**src/rtl/or_merge_pipe_pkg.sv**
```systemverilog
// Shared defaults, counter width helper and side-operand sampling mode
// for the OR-merge pipeline.
package simple_pipe_pkg;

   localparam int unsigned DEF_WIDTH = 1;
   localparam int unsigned DEF_DEPTH = 2;

   typedef enum logic {
      A_LATE  = 1'b0,
      A_EARLY = 1'b1
   } a_sample_e;

   function automatic int unsigned cnt_w(input int unsigned depth);
      return $clog2(depth + 1);
   endfunction

endpackage

```
**src/rtl/or_merge_pipe_if.sv**
```systemverilog
// Producer/consumer handshake bundle for or_merge_pipe; the pipeline
// itself connects through the slave modport.
interface or_merge_pipe_if
   import simple_pipe_pkg::*;
#(
   parameter int unsigned WIDTH = DEF_WIDTH,
   parameter int unsigned DEPTH = DEF_DEPTH
);
   logic                      sclr;
   logic                      in_valid;
   logic                      in_ready;
   logic [WIDTH-1:0]          d;
   logic [WIDTH-1:0]          a;
   logic                      out_valid;
   logic                      out_ready;
   logic [WIDTH-1:0]          y;
   logic [cnt_w(DEPTH)-1:0]   count;

   modport master (
      output sclr, in_valid, d, a, out_ready,
      input  in_ready, out_valid, y, count
   );

   modport slave (
      input  sclr, in_valid, d, a, out_ready,
      output in_ready, out_valid, y, count
   );
endinterface

```
**src/rtl/or_merge_pipe_stage.sv**
```systemverilog
// pipe_stage: WIDTH-bit register with load enable and asynchronous
// active-low clear.
module pipe_stage #(
   parameter int unsigned WIDTH = 1
) (
   input  logic             i_clk,
   input  logic             i_rst_n,
   input  logic             i_en,
   input  logic [WIDTH-1:0] i_d,
   output logic [WIDTH-1:0] o_q
);
   logic [WIDTH-1:0] r_q;

   always_ff @(posedge i_clk or negedge i_rst_n) begin
      if (!i_rst_n) begin
         r_q <= '0;
      end else if (i_en) begin
         r_q <= i_d;
      end
   end

   assign o_q = r_q;
endmodule

```
**src/rtl/or_merge_pipe.sv**
```systemverilog
// or_merge_pipe: elastic DEPTH-stage delay of d, OR-merged with a on entry
// to the output stage; valid/ready with bubble collapsing, flush and count.
module or_merge_pipe
   import simple_pipe_pkg::*;
#(
   parameter int unsigned WIDTH    = DEF_WIDTH,
   parameter int unsigned DEPTH    = DEF_DEPTH,
   parameter a_sample_e   A_SAMPLE = A_LATE
) (
   input logic            clk,
   input logic            rst,
   or_merge_pipe_if.slave bus
);
   localparam int unsigned CW = cnt_w(DEPTH);

   logic [DEPTH-1:0] r_vld;
   logic [CW-1:0]    r_cnt;
   logic [DEPTH-1:0] w_adv;
   logic [DEPTH-1:0] w_up_vld;
   logic [DEPTH-1:0] w_ld;
   logic [WIDTH-1:0] w_up_dat [DEPTH];
   logic [WIDTH-1:0] w_up_aux [DEPTH];
   logic [WIDTH-1:0] w_mrg;
   logic [WIDTH-1:0] w_y;
   logic             w_acc;
   logic             w_hs;

   // adv[i] = out_ready | ~&vld[DEPTH-1:i]; the unrolled form of the ripple chain
   always_comb begin
      logic l_all;
      w_adv = '0;
      for (int unsigned i = 0; i < DEPTH; i++) begin
         l_all = 1'b1;
         for (int unsigned j = i; j < DEPTH; j++) begin
            l_all = l_all & r_vld[j];
         end
         w_adv[i] = bus.out_ready | ~l_all;
      end
   end

   assign bus.in_ready = w_adv[0] & ~bus.sclr & rst;
   assign w_acc        = bus.in_valid & bus.in_ready;
   assign w_hs         = r_vld[DEPTH-1] & bus.out_ready;

   always_comb begin
      w_up_vld    = '0;
      w_up_vld[0] = w_acc;
      for (int unsigned i = 1; i < DEPTH; i++) begin
         w_up_vld[i] = r_vld[i-1];
      end
   end

   // Data only moves with a valid beat so y holds its last value when empty
   assign w_ld        = w_adv & w_up_vld & {DEPTH{~bus.sclr}};
   assign w_up_dat[0] = bus.d;
   assign w_up_aux[0] = bus.a;
   assign w_mrg       = w_up_dat[DEPTH-1] |
                        ((A_SAMPLE == A_EARLY) ? w_up_aux[DEPTH-1] : bus.a);

   for (genvar i = 0; i < DEPTH; i++) begin : g_stage
      if (i == DEPTH - 1) begin : g_last
         pipe_stage #(.WIDTH(WIDTH)) u_dat (
            .i_clk   (clk),
            .i_rst_n (rst),
            .i_en    (w_ld[i]),
            .i_d     (w_mrg),
            .o_q     (w_y)
         );
      end else begin : g_mid
         pipe_stage #(.WIDTH(WIDTH)) u_dat (
            .i_clk   (clk),
            .i_rst_n (rst),
            .i_en    (w_ld[i]),
            .i_d     (w_up_dat[i]),
            .o_q     (w_up_dat[i+1])
         );
         if (A_SAMPLE == A_EARLY) begin : g_aux
            pipe_stage #(.WIDTH(WIDTH)) u_aux (
               .i_clk   (clk),
               .i_rst_n (rst),
               .i_en    (w_ld[i]),
               .i_d     (w_up_aux[i]),
               .o_q     (w_up_aux[i+1])
            );
         end else begin : g_noaux
            assign w_up_aux[i+1] = '0;
         end
      end
   end

   always_ff @(posedge clk or negedge rst) begin
      if (!rst) begin
         r_vld <= '0;
      end else if (bus.sclr) begin
         r_vld <= '0;
      end else begin
         for (int unsigned i = 0; i < DEPTH; i++) begin
            if (w_adv[i]) begin
               r_vld[i] <= w_up_vld[i];
            end
         end
      end
   end

   always_ff @(posedge clk or negedge rst) begin
      if (!rst) begin
         r_cnt <= '0;
      end else if (bus.sclr) begin
         r_cnt <= '0;
      end else if (w_acc && !w_hs) begin
         r_cnt <= r_cnt + CW'(1);
      end else if (w_hs && !w_acc) begin
         r_cnt <= r_cnt - CW'(1);
      end
   end

   assign bus.y         = w_y;
   assign bus.out_valid = r_vld[DEPTH-1];
   assign bus.count     = r_cnt;
endmodule

```
**src/flat_wrapper.sv**
```systemverilog
// flat-port wrapper written by rule: the top's interface ports become plain ports
module or_merge_pipe_flat import simple_pipe_pkg::*;
#(
   parameter int unsigned WIDTH    = DEF_WIDTH,
   parameter int unsigned DEPTH    = DEF_DEPTH,
   parameter a_sample_e   A_SAMPLE = A_LATE
)
  (clk, rst, bus_sclr, bus_in_valid, bus_d, bus_a, bus_out_ready, bus_in_ready, bus_out_valid, bus_y, bus_count);
  or_merge_pipe_if #(.WIDTH(WIDTH), .DEPTH(DEPTH)) bus_i ();
  input logic clk;
  input logic rst;
  input wire logic [$bits(bus_i.sclr)-1:0] bus_sclr;
  input wire logic [$bits(bus_i.in_valid)-1:0] bus_in_valid;
  input wire logic [$bits(bus_i.d)-1:0] bus_d;
  input wire logic [$bits(bus_i.a)-1:0] bus_a;
  input wire logic [$bits(bus_i.out_ready)-1:0] bus_out_ready;
  output wire logic [$bits(bus_i.in_ready)-1:0] bus_in_ready;
  output wire logic [$bits(bus_i.out_valid)-1:0] bus_out_valid;
  output wire logic [$bits(bus_i.y)-1:0] bus_y;
  output wire logic [$bits(bus_i.count)-1:0] bus_count;
  assign bus_i.sclr = bus_sclr;
  assign bus_i.in_valid = bus_in_valid;
  assign bus_i.d = bus_d;
  assign bus_i.a = bus_a;
  assign bus_i.out_ready = bus_out_ready;
  assign bus_in_ready = bus_i.in_ready;
  assign bus_out_valid = bus_i.out_valid;
  assign bus_y = bus_i.y;
  assign bus_count = bus_i.count;
  or_merge_pipe #(.WIDTH(WIDTH), .DEPTH(DEPTH), .A_SAMPLE(A_SAMPLE)) u_core (.clk(clk), .rst(rst), .bus(bus_i));
endmodule
```
**config.mk**
```make
export PLATFORM = sky130hd
export DESIGN_NAME = or_merge_pipe_flat
export DESIGN_NICKNAME = d
export VERILOG_FILES = /design/src/rtl/or_merge_pipe_pkg.sv /design/src/rtl/or_merge_pipe_if.sv /design/src/rtl/or_merge_pipe_stage.sv /design/src/rtl/or_merge_pipe.sv /design/src/flat_wrapper.sv
export SDC_FILE = /design/constraint.sdc
export NUM_CORES = 1
export LEC_CHECK = 0
export BUFFER_PORTS_ARGS = -buffer_cell sky130_fd_sc_hd__clkbuf_2
export CORE_AREA = 2 2 39 41
export CTS_BUF_LIST = sky130_fd_sc_hd__clkbuf_8 sky130_fd_sc_hd__clkbuf_16
export CTS_CLUSTER_SIZE = 40
export DETAILED_ROUTE_END_ITERATION = 10
export DIE_AREA = 0 0 41 43
export PLACE_DENSITY = 0.48
export SYNTH_ARGS = -nofsm -noshare
export SYNTH_HDL_FRONTEND = slang
export SYNTH_SLANG_ARGS = --single-unit
export TNS_END_PERCENT = 10
```
**constraint.sdc**
```tcl
create_clock -name clk -period 2.07 [get_ports clk]
set_input_delay 0.207 -clock clk [delete_from_list [all_inputs] [get_ports clk]]
set_output_delay 0.207 -clock clk [all_outputs]
set_load 0.05 [all_outputs]
```
# [Word-level counts from Yosys, hierarchy flattened]
# Index checks and enable logic that the tools add are counted.
# W data, S select, Z words.
[op_classes] add_sub_neg=2 mul=0 div=0 n_lt_le_gt_ge=0 n_eq_ne=0 shift=0 muxes=6 bitwise=13 reduce_logical=7
[ops] op="$mux W2" n=4
[ops] op="$and A1 B1 Y1" n=5
[ops] op="$and A2 B2 Y2" n=2
[ops] op="$reduce_bool A2 Y1" n=2
[ops] op="$not A1 Y1" n=3
[ops] op="$or A1 B1 Y1" n=3
[ops] op="$reduce_bool A3 Y1" n=1
[ops] op="$add A2 B1 Y2 const B" n=1
[ops] op="$logic_and A1 B1 Y1" n=2
[ops] op="$logic_not A1 Y1" n=2
[ops] op="$mux W1" n=2
[ops] op="$sub A2 B1 Y2 const B" n=1
[totals] regBits=6 latch_bits=0 ram_bits=0 rom_bits=0 output_inout_bits=5 word_cells=33 memories=0

# [Longest topological paths before layout]
# Gate-level depths: netlist (run 1).
[depth] ltp_word=11 ltp_mapped=4

# [By module]
# A second synthesis (run 1) with hierarchy kept.
[hier_totals] hier_cells=31 area_unflattened_um2=346.6
[modules_own_cells] mod="or_merge_pipe" instances=1 cells_per_inst=27 area_per_inst_um2=266.5 seq_area_each_um2=100.1
[modules_own_cells] mod="pipe_stage" instances=2 cells_per_inst=2 area_per_inst_um2=40.0 seq_area_each_um2=25.0

# [Worst setup path after synthesis (run 1)]
# No wires, ideal clock.
[synth_path] kind="reg2out" from="register u_core.r_vld[1]" to="output bus_in_ready" arrival_ns=2.023 slack_ns=-0.160 stages_incl_launch_ff=3 path_buffers=0 path_cell_list="dfrtp_1 > and3b_4 > nor3b_1"
[synth_between] elab_chain_len=5
[synth_lines] item="start: declaration" line_no="or_merge_pipe.sv:16" rtl="logic [DEPTH-1:0] r_vld;"
[synth_lines] item="start signal: indexed assignment" line_no="or_merge_pipe.sv:99" rtl="r_vld[i] <= w_up_vld[i];"
[synth_lines] item="$and A1 B1 Y1" line_no="or_merge_pipe.sv:35" rtl="l_all = l_all & r_vld[j];"
[synth_lines] item="$not A1 Y1" line_no="or_merge_pipe.sv:37" rtl="w_adv[i] = bus.out_ready | ~l_all;"
[synth_lines] item="$or A1 B1 Y1" line_no="or_merge_pipe.sv:37"
[synth_lines] item="$and A1 B1 Y1 (2 in a row)" line_no="or_merge_pipe.sv:41" rtl="assign bus.in_ready = w_adv[0] & ~bus.sclr & rst;"
[synth_lines] item="end: declaration" line_no="flat_wrapper.sv:17" rtl="output wire logic [$bits(bus_i.in_ready)-1:0] bus_in_ready;"
# No other way between the ends.

# [Worst setup path in the final report (run 1)]
[layout_path] from="input rst" to="output bus_in_ready"
[layout_between] elab_chain_len=1
[layout_lines] item="start: declaration" line_no="flat_wrapper.sv:11" rtl="input logic rst;"
[layout_lines] item="$and A1 B1 Y1" line_no="or_merge_pipe.sv:41"
# No other way between the ends.

==> run summary, run 1 <==
Final net count - 56
Synth unique cells - 21
Synth top area share - 45.63%
CP max FO - 10
Final number of hold-violating endpoints - 0
Cell class contributing the biggest share of worst-path delay - buffers and inverters
Pin slew with the least headroom to its limit - 0.3610 ns
Number of nets in the synthesized netlist - 40
Drt via density - 4.571
First-pass GRT wire length - 1.048 mm
Fmax - 0.6112 GHz
Dominant combinational cell family by area after synthesis - simple AND/OR/NAND/NOR gates
CP dominant cell by count - clkbuf_2
Wirelength per Cell - 10.16 um
Type of the tightest min-delay check - in -> reg
Gate power share - 20.1%
Final setup violation count - 0
Leakage power figure - 0.2113 nW
Pin count of the biggest net entering global routing - 11
Worst slew slack as a fraction of its limit - 75.31%
Data required time of the worst path - 1.86 ns
Deepest clock path buffer count - 2
Source-to-sink clock delay at the later pin of the worst-skew pair - 0.22 ns
Portion of the post-synthesis area used by sequential elements - 45.63%
Fraction of power consumed by sequential logic - 35.3%
Number of vias after detailed routing - 288
Classification of the worst setup path - in -> out
Post-route DRC - 0
Final RePlAce weighted congestion - 0.7716
Synth Area in Simple Gates - 29.28%
CTS tree - done
Initial antenna violation count - 0
Yosys Warn Count - 0
Clock Power Share - 44.6%
Cell at the root of the clock tree - clkbuf_8
Starting Density - 23.78%
Result of the run - complete, no violations
Final worst path period share - 79.04%
Fin crit period - 1.636 ns
Layout Skew - 0.0009418 ns
Std cell rows - 14
Internal power summed over all cells - 281.8 uW
End-of-flow core utilization - 32.91%
Total global routing overflow - 0
Number of global-route vias before repair - 265
Final Instance Count excl. Fillers - 63
Clock-pin slew of the registers on the worst-case setup and hold paths - 0.03 ns
Die Y-Extent - 43 um
Share of synthesized area spent on multiplexers - 6.844%
Switching share of power - 27.86%
Worst-case vdd ir drop - 425.1 uV
Top cell type by total area after synthesis - dfrtp_1
Port-buffer cells - 11
Post-synthesis share of cell area spent on full adders, half adders and majority gates - 0%
Number of register bits inferred by synthesis - 6
Fraction of final layout cells sized beyond drive strength 1 - 42.55%
Final wirelength - 640 um
Post-synthesis compound-gate area fraction - 16.73%
Floorplan core area - 1384 um2
Final Max Tran Viols - 0
Die Wd - 41 um
Net switching power - 108.8 uW
Pwr/cell area - 857.7 nW/um2
Xor/xnor cell area share of the yosys netlist - 0%
Crit-path slowest cell - dlygate4sd3_1
Sum of negative setup slack - 0 ns
CTS sink count - 6
Count of buffering cells on the critical path with inverters included - 3
Ranking of synthesized cells by area - dfrtp_1 46%, mux2_2 6.8%, nor2_1 6.8%, and3b_4 3.8%, a21bo_2 3.0%
Netlist Area Pre-Place - 329.1 um2
CP max stage delay - 0.52 ns
DRT antenna net count - 0
Worst setup EP type - output pin
Post-Syn Area per Cell - 9.972 um2
Startpoint Class - primary input
Critical Path, Cell by Cell - dlygate4sd3_1 -> clkbuf_2 -> nor3b_2 -> clkbuf_2
Number of violations of the max-capacitance limit - 0
RSZ-0062 raised after global routing - false
Number of instances in the synthesized netlist - 33
Global-route usage over all layers - 9.008%
Drt pass-1 iters - 1
Post-CTS sizing - 0
Drt initial violations - 0
Die area - 1763 um2
Post-placement cell count - 59
Arrival time of the worst setup path - 1.43 ns
Inserted Clock Buffers - 3
Final worst hold slack - 0.2203 ns
IO Pins - 12
Maximum level of the CTS H-tree - 1
Synthesis-to-layout area growth - 38.40%
Ant diodes - 0
layout make-up:
cell class                 instances  area, um2
multi-input combinational         26      178.9
fill                             150      928.4
tap                               16      20.02
sequential                         6      150.1
timing repair buffer              12      65.06
clock buffer                       3      41.29
synthesized netlist by cell type:
| cell type | number |
|---|---|
| o21a_1 | 1 |
| dfrtp_1 | 6 |
| nand3_1 | 1 |
| o31ai_1 | 1 |
| a2111oi_0 | 1 |
| o22ai_1 | 1 |
| nand2_1 | 1 |
| and2_1 | 1 |
| buf_2 | 1 |
| nor3_1 | 2 |
| nand2b_1 | 1 |
| nor2_1 | 6 |
| and3b_4 | 1 |
| and2b_2 | 1 |
| o21ai_0 | 1 |
| a21bo_2 | 1 |
| o311a_1 | 1 |
| nor2b_1 | 1 |
| nor3b_1 | 1 |
| nand3b_1 | 1 |
| mux2_2 | 2 |
metrics by stage:
step	setup slack [ns]	power, mW	instance area, um2
2_1_floorplan	0.3317	0.1952	334.1
3_3_place_gp	0.6987	0.2174	404.1
3_5_place_dp	0.7177	0.2178	404.1
4_1_cts	0.4095	0.3955	455.4
5_1_grt	0.3496	0.4095	455.4
6_report	0.4339	0.3906	455.4
sequential cells by signal, summed over array words and instances, names as in the netlist:
| register | cells |
|---|---|
| u_core.g_stage.g_last.u_dat.o_q | 1 |
| u_core.g_stage.g_mid.u_dat.o_q | 1 |
| u_core.r_vld | 2 |
| u_core.bus.count | 2 |
per-layer routing:
metal	up-vias	global-route usage, %	share of wire [%]
met2	8	11.88	46
met1	129	11.88	44
met4	0	4.000	2.0
met3	2	4.712	8.3
li1	149	-	-
met5	-	0	0
cell families after synthesis:
logic type             after synthesis
buffers and inverters                1
and+or+nand+nor                     17
muxes                                2
DFF                                  6
AOI/OAI and AO/OA                    7
layout by cell type (no fill, tap or decap):
master,synthesis,routed
clkbuf_2,0,11
nor2_1,6,6
dfrtp_1,6,6
clkbuf_8,0,3
nor3_1,2,2
mux2_2,2,2
and3b_4,1,1
nor3b_2,0,1
nand2_1,1,1
a21bo_2,1,1
nand3b_1,1,1
o311a_1,1,1
a2111oi_0,1,1
and2_1,1,1
and2b_2,1,1
nor2b_1,1,1
o21a_1,1,1
nand3_1,1,1
o22ai_1,1,1
nand2b_1,1,1
o21ai_0,1,1
o31ai_1,1,1
dlygate4sd3_1,0,1
power groups by stage:
| stage | registers, mW | clock network [mW] | logic (mW) |
|---|---|---|---|
| 2_1_floorplan | 0.165 | 0 | 0.0300 |
| 3_3_place_gp | 0.139 | 0 | 0.0783 |
| 3_5_place_dp | 0.139 | 0 | 0.0784 |
| 4_1_cts | 0.138 | 0.178 | 0.0800 |
| 5_1_grt | 0.139 | 0.185 | 0.0846 |
| 6_report | 0.138 | 0.174 | 0.0786 |
final timing paths:
check	from	slack, ns	cells after the start	end
setup / recovery	rst	0.43	4	bus_in_ready
hold / removal	bus_d	0.22	2	u_core.g_stage[0].g_mid.u_dat.o_q
setup reg to reg	u_core.r_vld[1]	0.74	3	u_core.g_stage[0].g_mid.u_dat.o_q
hold reg to reg	u_core.g_stage[1].g_last.u_dat.o_q	0.50	2	u_core.g_stage[1].g_last.u_dat.o_q
max in group asynchronous	rst	1.53	2	u_core.g_stage[1].g_last.u_dat.o_q
min in group asynchronous	rst	0.36	2	u_core.bus.count[1]
what timing repair did:
action                                  CTS  global route
endpoints found under the hold margin     6             0
setup buffers                             0             0
hold buffers                              1             0
endpoints found under the setup margin    0             0
Power figures use the tool's default switching activity.
==> run 2: changes to the inputs <==
Settings changed: PLACE_DENSITY 0.48 to 0.49.
Clock period 2.07 ns to 1.5 ns, I/O delays scaled along.
==> run 2 against run 1 <==
  * Sequential power grew 38%
  * Non-clock buffer count rose by 2
  * Core utilization up 2.1 points
  * Clock power increased by 47%
  * Clock skew grew 0.0061 ns
  * Global-route usage rose by 2.8 points
  * Die area unchanged
  * Sequential share of layout area shrank 1.7 points
  * First-iteration DRC count increased by 4
  * Combinational power rose by 50%
  * Critical path depth fell by 1
  * Critical endpoint unchanged
==> run summary, run 2 (same netlist as run 1, synthesis figures left out) <==
Result of the run - complete, no violations
Most common library cell in the layout ignoring fill and taps - clkbuf_2
CTS tree - done
RSZ-0062 raised after global routing - false
Sum of negative setup slack - 0 ns
Leakage power figure - 0.2251 nW
Synthesis-to-layout area growth - 47.15%
Number of vias after detailed routing - 307
Inserted Clock Buffers - 3
Classification of the worst setup path - reg -> out
Worst-case vdd ir drop - 409.1 uV
Initial antenna violation count - 0
Cell at the root of the clock tree - clkbuf_8
Number of inserted filler cells in the final layout - 153
Worst setup EP type - output pin
Worst slew slack as a fraction of its limit - 75.03%
CTS sink count - 6
Net switching power - 163.7 uW
Number of violations of the max-capacitance limit - 0
Drt initial violations - 4
CP max FO - 6
Fin crit period - 1.452 ns
Starting Density - 23.78%
Post-layout power - 561.8 uW
Final wirelength - 811 um
Gate power share - 20.9%
Drt pass-1 iters - 2
Startpoint Class - flop
Post-placement cell count - 60
Source-to-sink clock delay at the later pin of the worst-skew pair - 0.23 ns
Final number of hold-violating endpoints - 0
Final Instance Count excl. Fillers - 66
Final net count - 58
Data required time of the worst path - 1.35 ns
Drt via density - 4.652
Most frequent cells in the layout - 10 x clkbuf_2, 6 x nor2_1, 5 x dfrtp_1
Maximum level of the CTS H-tree - 1
Arrival time of the worst setup path - 1.30 ns
Layout Skew - 0.007083 ns
Final RePlAce weighted congestion - 0.7662
Die Wd - 41 um
First-pass GRT wire length - 1.317 mm
Ant diodes - 0
Crit-path slowest cell - dfrtp_2
Postcts setup bufs - 0
Total global routing overflow - 0
Final worst path period share - 96.78%
Number of global-route vias before repair - 294
IO Pins - 12
Post-route DRC - 0
Critical Path, Cell by Cell - and3b_4 -> nor3b_4 -> buf_2
Clock Power Share - 45.3%
Port-buffer cells - 11
Final Max Tran Viols - 0
Final setup violation count - 0
Die Y-Extent - 43 um
Pin count of the biggest net entering global routing - 11
Clock-pin slew of the registers on the worst-case setup and hold paths - 0.04 ns
Fraction of power consumed by sequential logic - 33.7%
DRT antenna net count - 0
Cell class contributing the biggest share of worst-path delay - flip-flops
Internal power summed over all cells - 398.1 uW
Global-route usage over all layers - 11.79%
CP max stage delay - 0.43 ns
Pwr/cell area - 1160 nW/um2
Switching share of power - 29.14%
Die area - 1763 um2
Count of buffering cells on the critical path with inverters included - 1
Fmax - 0.6889 GHz
End-of-flow core utilization - 34.99%
Std cell rows - 14
Fraction of final layout cells sized beyond drive strength 1 - 44.00%
Pin slew with the least headroom to its limit - 0.3651 ns
Wirelength per Cell - 12.29 um
Type of the tightest min-delay check - in -> reg
Deepest clock path buffer count - 2
Floorplan core area - 1384 um2
[run 2: changes by cell type in the layout (fill, tap and decap cells not counted), sizes merged]
cell         change
buf              +2
clkbuf           -1
dlygate4sd3      +1
inv              +1
[run 2: cell type report]
| cell class | count | area [um2] | share of cell area (%) |
|---|---|---|---|
| timing repair buffer | 14 | 82.58 | 17.05 |
| sequential | 6 | 151.4 | 31.27 |
| tap | 16 | 20.02 | 4.134 |
| clock inverter | 1 | 3.754 | 0.7752 |
| multi-input combinational | 26 | 185.2 | 38.24 |
| clock buffer | 3 | 41.29 | 8.527 |
[run 2: routing by layer]
layer  wire length [um]  vias to the layer above  GRT usage, %  share of wire, %
met4                  4                        0         8.000              0.49
li1                   -                      152             -                 -
met2                441                        6         15.63                54
met5                  0                        -             0                 0
met3                 40                        2         4.712               4.9
met1                324                      147         14.98                40
[run 2: worst paths after layout]
kind	slack (ns)	cells past startpoint	startpoint	endpoint
max	0.05	3	u_core.r_vld[1]	bus_in_ready
min	0.17	2	bus_d	u_core.g_stage[0].g_mid.u_dat.o_q
max reg2reg	0.18	3	u_core.r_vld[1]	u_core.g_stage[0].g_mid.u_dat.o_q
min reg2reg	0.50	2	u_core.g_stage[1].g_last.u_dat.o_q	u_core.g_stage[1].g_last.u_dat.o_q
max in group asynchronous	0.77	3	rst	u_core.r_vld[1]
min in group asynchronous	0.31	2	rst	u_core.bus.count[0]
[run 2: repair_timing]
action,CTS,global route
setup endpoints to repair,0,1
resized for setup,0,1
hold buffers,2,0
hold endpoints to repair,6,0
[run 2: power by group through the flow]
stage          sequential [mW]  combinational (mW)  clock (mW)
2_1_floorplan            0.228              0.0433           0
3_3_place_gp             0.192               0.112           0
3_5_place_dp             0.192               0.114           0
4_1_cts                  0.190               0.119       0.262
5_1_grt                  0.193               0.125       0.277
6_report                 0.190               0.118       0.255
[run 2: stage by stage]
step | hold WS, ns | area [um2] | setup slack (ns)
after global placement | -0.03939 | 419.2 | 0.1871
after global routing | 0.1769 | 484.2 | 0.002632
after detailed placement | -0.03857 | 419.2 | 0.1634
final | 0.1730 | 484.2 | 0.04832
after CTS | 0.1700 | 484.2 | 0.009443
after floorplan | -0.1456 | 341.6 | 0.04923
==> run 3: changes to the inputs <==
Settings changed: REMOVE_ABC_BUFFERS from default to 1.
==> run 3 against run 2 <==
  * Sequential share of layout area rose by 1.9 points
  * Setup slack improved by 0.022 ns
  * First-iteration DRC count did not move
  * Clock skew fell by 0.0026 ns
  * Design area fell by 6.5%
  * Non-clock buffer count fell by 2
  * Largest cell class unchanged
  * Combinational power fell by 7%
==> run summary, run 3 (same netlist as run 1, synthesis figures left out) <==
Pin count of the biggest net entering global routing - 11
Postcts setup bufs - 0
Data required time of the worst path - 1.35 ns
Number of global-route vias before repair - 263
Port-buffer cells - 11
Post-route DRC - 0
Wirelength per Cell - 10.70 um
Maximum level of the CTS H-tree - 1
Clock-pin slew of the registers on the worst-case setup and hold paths - 0.04 ns
CP max FO - 6
Pwr/cell area - 1188 nW/um2
Drt initial violations - 4
Die Y-Extent - 43 um
Pin slew with the least headroom to its limit - 0.3674 ns
Starting Density - 23.78%
Worst setup EP type - output pin
Worst slew slack as a fraction of its limit - 74.87%
Global-route usage over all layers - 9.818%
CTS tree - done
Result of the run - complete, no violations
Drt pass-1 iters - 4
Number of violations of the max-capacitance limit - 0
Most common library cell in the layout ignoring fill and taps - clkbuf_2
Hpwl dp - 501.5 um
Leakage power figure - 0.2096 nW
Count of buffering cells on the critical path with inverters included - 1
Final Max Tran Viols - 0
Classification of the worst setup path - reg -> out
Fmax - 0.6994 GHz
Ant diodes - 0
Deepest clock path buffer count - 2
Final worst path period share - 95.32%
Number of vias after detailed routing - 289
Cell at the root of the clock tree - clkbuf_8
Inserted Clock Buffers - 3
DRT antenna net count - 0
Total global routing overflow - 0
IO Pins - 12
Final number of hold-violating endpoints - 0
End-of-flow core utilization - 32.73%
Final net count - 56
Std cell rows - 14
Final RePlAce weighted congestion - 0.7409
Most frequent cells in the layout - 10 x clkbuf_2, 6 x nor2_1, 6 x dfrtp_1
Die area - 1763 um2
Worst-case vdd ir drop - 764.5 uV
Startpoint Class - flop
Arrival time of the worst setup path - 1.28 ns
Drt via density - 4.587
Final wirelength - 674 um
Die Wd - 41 um
First-pass GRT wire length - 1.131 mm
RSZ-0062 raised after global routing - false
CP max stage delay - 0.42 ns
Initial antenna violation count - 0
Floorplan core area - 1384 um2
CTS sink count - 6
Fin crit period - 1.430 ns
Crit-path slowest cell - dfrtp_1
Fraction of final layout cells sized beyond drive strength 1 - 40.43%
Final setup violation count - 0
Source-to-sink clock delay at the later pin of the worst-skew pair - 0.22 ns
Layout Skew - 0.004504 ns
Synthesis-to-layout area growth - 37.64%
Critical Path, Cell by Cell - and3b_4 -> nor3b_1 -> buf_4
Cell class contributing the biggest share of worst-path delay - flip-flops
Type of the tightest min-delay check - in -> reg
Sum of negative setup slack - 0 ns
## run 3: cell types whose count changed in the layout (fill, tap and decap cells not counted), sizes merged
cell	previous run	this run
inv	1	0
dlygate4sd3	2	1
buf	2	1
## run 3: timing repair
| action | in CTS | in global routing |
|---|---|---|
| endpoints found under the setup margin | 1 | 1 |
| hold buffers | 1 | 0 |
| gates resized for setup | 1 | 1 |
| endpoints found under the hold margin | 6 | 0 |
## run 3: final timing paths
check / startpoint / slack (ns) / cells after the start / endpoint
worst max-delay path: u_core.r_vld[1] / 0.07 / 3 / bus_in_ready
worst min-delay path: bus_d / 0.17 / 2 / u_core.g_stage[0].g_mid.u_dat.o_q
worst max register to register: u_core.r_vld[1] / 0.14 / 3 / u_core.g_stage[0].g_mid.u_dat.o_q
worst min register to register: u_core.g_stage[1].g_last.u_dat.o_q / 0.50 / 2 / u_core.g_stage[1].g_last.u_dat.o_q
max in group asynchronous: rst / 0.89 / 2 / u_core.r_vld[0]
min in group asynchronous: rst / 0.40 / 2 / u_core.g_stage[1].g_last.u_dat.o_q
## run 3: power breakdown
part	total, mW	leakage, nW	internal (mW)	switching [mW]
logic	0.110	0.110	0.0375	0.0723
clock network	0.239	0.0216	0.172	0.0665
registers	0.190	0.0783	0.180	0.00995
## run 3: area by class of cell
| class | count | area, um2 |
|---|---|---|
| Fill cell | 142 | 930.9 |
| Multi-Input combinational cell | 26 | 173.9 |
| Sequential cell | 6 | 150.1 |
| Timing Repair Buffer | 12 | 67.56 |
| Clock buffer | 3 | 41.29 |
| Tap cell | 16 | 20.02 |
## run 3: layer usage
layer | wire length (um) | global-route usage [%]
met3 | 59 | 6.283
met4 | 0 | 4.000
met1 | 286 | 13.86
met2 | 328 | 11.56
met5 | 0 | 0
## run 3: through the flow
step	cell area, um2	instances	hold slack [ns]	power (mW)	setup WS [ns]
2_1_floorplan	324.1	32	-0.1456	0.2653	-0.6726
3_3_place_gp	399.1	59	0.01701	0.2998	0.1469
3_5_place_dp	399.1	59	0.005346	0.2997	0.1377
4_1_cts	452.9	63	0.1660	0.5469	0.04247
5_1_grt	452.9	63	0.1621	0.5716	0.004364
6_report	452.9	63	0.1666	0.5380	0.07024
